### config.mk
export PLATFORM = sky130hd
export DESIGN_NAME = flag_branch_unit
export DESIGN_NICKNAME = d
export VERILOG_FILES = /design/src/rtl/flag_branch_unit.sv
export SDC_FILE = /design/constraint.sdc
export NUM_CORES = 1
export LEC_CHECK = 0
export BUFFER_PORTS_ARGS = -buffer_cell sky130_fd_sc_hd__buf_4
export CORE_MARGIN = 3
export CORE_UTILIZATION = 54
export DETAILED_ROUTE_END_ITERATION = 8
export GPL_TIMING_DRIVEN = 0
export PLACE_DENSITY = 0.83
export REMOVE_ABC_BUFFERS = 1
export SKIP_LAST_GASP = 1
export SYNTH_ARGS = -nofsm -noshare
export SYNTH_HDL_FRONTEND = slang
export SYNTH_SLANG_ARGS = --single-unit
### constraint.sdc
create_clock -name clk -period 4.6 [get_ports clk]
set_clock_uncertainty 0.2 [all_clocks]
set_input_delay 0 -clock clk [delete_from_list [all_inputs] [get_ports clk]]
set_output_delay 0 -clock clk [all_outputs]
set_load 0.1 [all_outputs]
### src/rtl/flag_branch_unit.sv
// Architectural Z/N/V flag register and branch-condition resolver.
// Resolved branches are held on br_done/br_taken until acknowledged.
module flag_branch_unit #(
    parameter int CNT_W = 16
) (
    input  logic             clk,
    input  logic             rst_n,
    input  logic             flag_we,
    input  logic [2:0]       flag_mask,
    input  logic             zr_in,
    input  logic             neg_in,
    input  logic             ov_in,
    input  logic             br_valid,
    input  logic [2:0]       br_cond,
    output logic             br_ready,
    output logic             br_done,
    output logic             br_taken,
    input  logic             br_ack,
    input  logic             flush,
    output logic             zr,
    output logic             neg,
    output logic             ov,
    output logic [CNT_W-1:0] resolved_cnt,
    output logic [CNT_W-1:0] taken_cnt,
    output logic             fsm_state
);

    typedef enum logic {
        IDLE = 1'b0,
        HOLD = 1'b1
    } state_t;

    // Handshake: a request transfers on the edge where br_valid & br_ready;
    // the result is offered on br_done and consumed on the edge where
    // br_done & br_ack. br_ready drops while flags are being written so the
    // branch is evaluated one cycle later against the new flags.

    state_t state, state_nxt;
    logic   accept;
    logic   cond_true;
    logic   taken_nxt;

    always_comb begin
        cond_true = 1'b0;
        case (br_cond)
            3'b000:  cond_true = ~zr;
            3'b001:  cond_true = zr;
            3'b010:  cond_true = ~zr & ~neg;
            3'b011:  cond_true = neg;
            3'b100:  cond_true = zr | (~zr & ~neg);
            3'b101:  cond_true = neg | zr;
            3'b110:  cond_true = ov;
            default: cond_true = 1'b1;
        endcase
    end

    assign br_ready  = ~flag_we & ~flush & ((state == IDLE) | br_ack);
    assign accept    = br_valid & br_ready;
    assign br_done   = (state == HOLD);
    assign fsm_state = state;

    always_comb begin
        state_nxt = state;
        taken_nxt = br_taken;
        if (flush) begin
            state_nxt = IDLE;
            taken_nxt = 1'b0;
        end else if (accept) begin
            state_nxt = HOLD;
            taken_nxt = cond_true;
        end else if ((state == HOLD) && br_ack) begin
            state_nxt = IDLE;
        end
    end

    always_ff @(posedge clk or negedge rst_n) begin
        if (!rst_n) begin
            state    <= IDLE;
            br_taken <= 1'b0;
        end else begin
            state    <= state_nxt;
            br_taken <= taken_nxt;
        end
    end

    // Flags are independent of flush: a squashed branch never un-commits ALU flags.
    always_ff @(posedge clk or negedge rst_n) begin
        if (!rst_n) begin
            zr  <= 1'b0;
            neg <= 1'b0;
            ov  <= 1'b0;
        end else if (flag_we) begin
            if (flag_mask[2]) zr  <= zr_in;
            if (flag_mask[1]) neg <= neg_in;
            if (flag_mask[0]) ov  <= ov_in;
        end
    end

    always_ff @(posedge clk or negedge rst_n) begin
        if (!rst_n) begin
            resolved_cnt <= '0;
            taken_cnt    <= '0;
        end else if (accept) begin
            resolved_cnt <= resolved_cnt + CNT_W'(1);
            taken_cnt    <= taken_cnt + CNT_W'(cond_true);
        end
    end

endmodule

==> reports/summary.json <==
{
  "result_of_the_run": {"value": "finished clean"},
  "regToRegEndpoint": {"value": "taken_cnt[8]$_DFFE_PN0P_"},
  "timing_max_transition_violations_final": {"value": 0},
  "flop2flop_setup_slack": {"value": 2.30, "unit": "ns"},
  "fmaxAchievable": {"value": 436, "unit": "MHz"},
  "commonest_cells_post_synth": {"value": "37 x dfrtp_1, 22 x nand2_1, 16 x xor2_1, 12 x xnor2_1"},
  "clkSinkCount": {"value": 37},
  "cp-startpoint": {"value": "zr$_DFFE_PN0P_"},
  "required": {"value": 4.63, "unit": "ns"},
  "drt-initial-drc-count": {"value": 39},
  "synthesis.instances": {"value": 160},
  "timing.critical_path.cells": {"value": "or3b_1, a311oi_1, a21oi_1, ha_1, ha_1, inv_1, nor3_1, xor2_1"},
  "report.final.hold_viol_count": {"value": 0},
  "route.detailed.wl_per_inst": {"value": 14.9, "unit": "um"},
  "initial_standard_cell_utilization_of_the_core": {"value": 57.5, "unit": "%"},
  "antenna_found_initial": {"value": 0},
  "fillCellCount": {"value": 216},
  "dieArea": {"value": 4000, "unit": "um2"},
  "finalWorstPathRequiredPeriod": {"value": 2.30, "unit": "ns"},
  "yosys_register_bits": {"value": 37},
  "syn_avg_cell_area": {"value": 11.1, "unit": "um2"},
  "crit_slowest_cell": {"value": "dfrtp_1"},
  "timing.critical_path.buf_inv": {"value": 1},
  "globalplace.congestion": {"value": 0.864},
  "first_global_vias": {"value": 1491},
  "worstReg2RegStart": {"value": "zr$_DFFE_PN0P_"},
  "syn_area": {"value": 1770, "unit": "um2"},
  "total_number_of_placement_rows": {"value": 20},
  "postRouteAntennaNets": {"value": 0},
  "synthTopCellsByArea": {"value": "dfrtp_1 52%, xor2_1 7.9%, xnor2_1 5.9%"},
  "overflow": {"value": 0},
  "setup-violations-final": {"value": 0},
  "synth_top_flop_cell": {"value": "dfrtp_1"},
  "post_route_cells_drive_above_1_share": {"value": 30.9, "unit": "%"},
  "timing.hold.worst.start": {"value": "br_cond[2]"},
  "tns": {"value": 0, "unit": "ns"},
  "cts-root-buf": {"value": "clkbuf_4"},
  "yosysSeqAreaShare": {"value": 52.3, "unit": "%"},
  "grt_max_degree": {"value": 38},
  "detailedPlacementHpwl": {"value": 2750, "unit": "um"},
  "timing.reg2reg.worst_path_depth": {"value": 8},
  "design.final.nets": {"value": 251},
  "routed_wirelength": {"value": 4130, "unit": "um"},
  "clock_tree_from_tritoncts": {"value": "done"},
  "grt_first_pass_wirelength": {"value": 6870, "unit": "um"},
  "endpoint_kind": {"value": "register"},
  "synth_top_area_share": {"value": 52.3, "unit": "%"},
  "flow.area_growth_from_synthesis": {"value": 36.6, "unit": "%"},
  "tritoncts_buffer_count": {"value": 5},
  "slew_headroom": {"value": 74.6, "unit": "%"},
  "power.ir.vdd_worst": {"value": 0.249, "unit": "mV"},
  "critical-path-max-stage-delay": {"value": 0.43, "unit": "ns"},
  "clock_tree.htree_level_count": {"value": 2},
  "period_utilization_post_route": {"value": 49.9, "unit": "%"},
  "final_core_util": {"value": 78.5, "unit": "%"},
  "critPathLaunchType": {"value": "register"},
  "hold_path_end": {"value": "br_taken$_DFFE_PN0P_"},
  "power-per-cell-area": {"value": 434, "unit": "nW/um2"},
  "clock_tree.buffer_depth": {"value": 2},
  "cap_violations": {"value": 0},
  "rsz0062_at_grt": {"value": "false"},
  "synth_cell_type_count": {"value": 33},
  "yosys_synthesis_warning_count": {"value": 0},
  "min-delay-path-class": {"value": "input port to register"},
  "ios": {"value": 54},
  "crit_family": {"value": "adder cells"},
  "clk_transition_reported_paths": {"value": 0.11, "unit": "ns"},
  "total_leakage_power": {"value": 0.00122, "unit": "uW"},
  "core_area": {"value": 3080, "unit": "um2"},
  "critical_path_arrival": {"value": 2.32, "unit": "ns"},
  "place.port_buffers": {"value": 53},
  "cells_resized_by_post_cts_repair": {"value": 0},
  "vias_per_cell": {"value": 5.35},
  "fin_worst_hold_slack": {"value": 0.0875, "unit": "ns"},
  "via_count": {"value": 1482},
  "ys_async_sr_fraction": {"value": 100, "unit": "%"},
  "worst_skew_pair.late_latency": {"value": 0.34, "unit": "ns"},
  "route.detailed.drc": {"value": 0},
  "insertedDiodeCount": {"value": 0},
  "synthMostInstantiatedCell": {"value": "dfrtp_1"},
  "report.power.total": {"value": 1050, "unit": "uW"},
  "crit_path_frequent_cell": {"value": "ha_1"},
  "die_h": {"value": 63.2, "unit": "um"},
  "whs_path_depth": {"value": 4},
  "first_pass_iters": {"value": 4},
  "synth_edf_count": {"value": 0},
  "fp.dieW": {"value": 63.2, "unit": "um"},
  "all_layer_global_routing_usage": {"value": 21.8, "unit": "%"},
  "path_class": {"value": "register to register"},
  "netlist.top_cell.by_area": {"value": "dfrtp_1"},
  "worst-path-max-fanout": {"value": 6},
  "timing_worst_slew_pin_value": {"value": 0.381, "unit": "ns"}
}
-- power by group --
part	switching [uW]	total (uW)	leakage (uW)	internal, uW
Sequential	55.7	418	0.000493	362
Clock	107	165	0.0000320	58.2
Combinational	358	466	0.000695	108
-- registers in the layout, indices dropped and copies added, names as in the netlist --
name,count
neg,1
zr,1
br_taken,1
ov,1
taken_cnt,16
br_done,1
resolved_cnt,16
-- how the worst max path moves through the flow --
stage / depth (start not counted) / end / slack, ns
3_3_place_gp: 8 / taken_cnt[12]$_DFFE_PN0P_ / 2.42
3_5_place_dp: 8 / taken_cnt[8]$_DFFE_PN0P_ / 2.30
5_1_grt: 8 / taken_cnt[8]$_DFFE_PN0P_ / 2.10
2_1_floorplan: 4 / taken_cnt[6]$_DFFE_PN0P_ / 1.32
6_report: 8 / taken_cnt[8]$_DFFE_PN0P_ / 2.30
4_1_cts: 8 / taken_cnt[8]$_DFFE_PN0P_ / 2.30
-- layout make-up --
cell class / count / area [um2] / area share, %
multi-input cells: 117 / 815 / 33.7
clock inverters: 2 / 10.0 / 0.414
well taps: 44 / 55.1 / 2.28
repair buffers: 68 / 558 / 23.1
clock buffers: 6 / 41.3 / 1.71
inverters: 3 / 11.3 / 0.466
flip-flops and latches: 37 / 926 / 38.3
-- worst min-delay path: cells and delay by family --
family,cells,cell delay (ns)
buffers and inverters,1,0.09
multiplexers,1,0.20
AO/OA/AOI/OAI,2,0.31
-- through the flow --
stage / cell area (um2) / setup WS, ns / cells
floorplan: 1750 / 1.32 / 157
CTS: 2420 / 2.30 / 277
global route: 2420 / 2.10 / 277
finish: 2420 / 2.30 / 277
detailed placement: 2200 / 2.30 / 254
global placement: 2200 / 2.42 / 254
-- metal layers --
| metal | GRT usage (%) | up-vias | part of all wire [%] |
|---|---|---|---|
| met2 | 38.1 | 54 | 52 |
| li1 | - | 697 | - |
| met5 | 0 | - | 0 |
| met1 | 25.8 | 723 | 40 |
| met3 | 6.77 | 8 | 6.6 |
| met4 | 6.47 | 0 | 1.3 |
-- cells in the final DEF, fill, tap and decap left out, drive strengths merged, types with 2 or more instances in the layout --
| cell type | instances |
|---|---|
| and2 | 2 |
| and3 | 3 |
| and4 | 3 |
| buf | 54 |
| clkbuf | 6 |
| clkinv | 2 |
| dfrtp | 37 |
| dlygate4sd3 | 14 |
| ha | 4 |
| inv | 3 |
| mux2 | 5 |
| nand2 | 22 |
| nand2b | 2 |
| nand3 | 9 |
| nand4 | 9 |
| nor2 | 10 |
| nor3 | 7 |
| o21ai | 2 |
| xnor2 | 13 |
| xor2 | 16 |
-- cells by family after synthesis --
group,count (synthesis),share of synthesized area [%]
multiplexers,5,3.18
XOR/XNOR,29,14.8
buffers and inverters,6,1.63
AO/OA/AOI/OAI,5,1.77
AND/OR/NAND/NOR,74,23.5
adder cells (fa/ha/maj),4,2.83
flip-flops,37,52.3
-- timing repair --
| item | in CTS | in global routing |
|---|---|---|
| hold buffers | 15 | 0 |
| hold endpoints to repair | 59 | 0 |
| setup buffers | 0 | 0 |
Note: power is estimated with default switching activity, not from simulation.
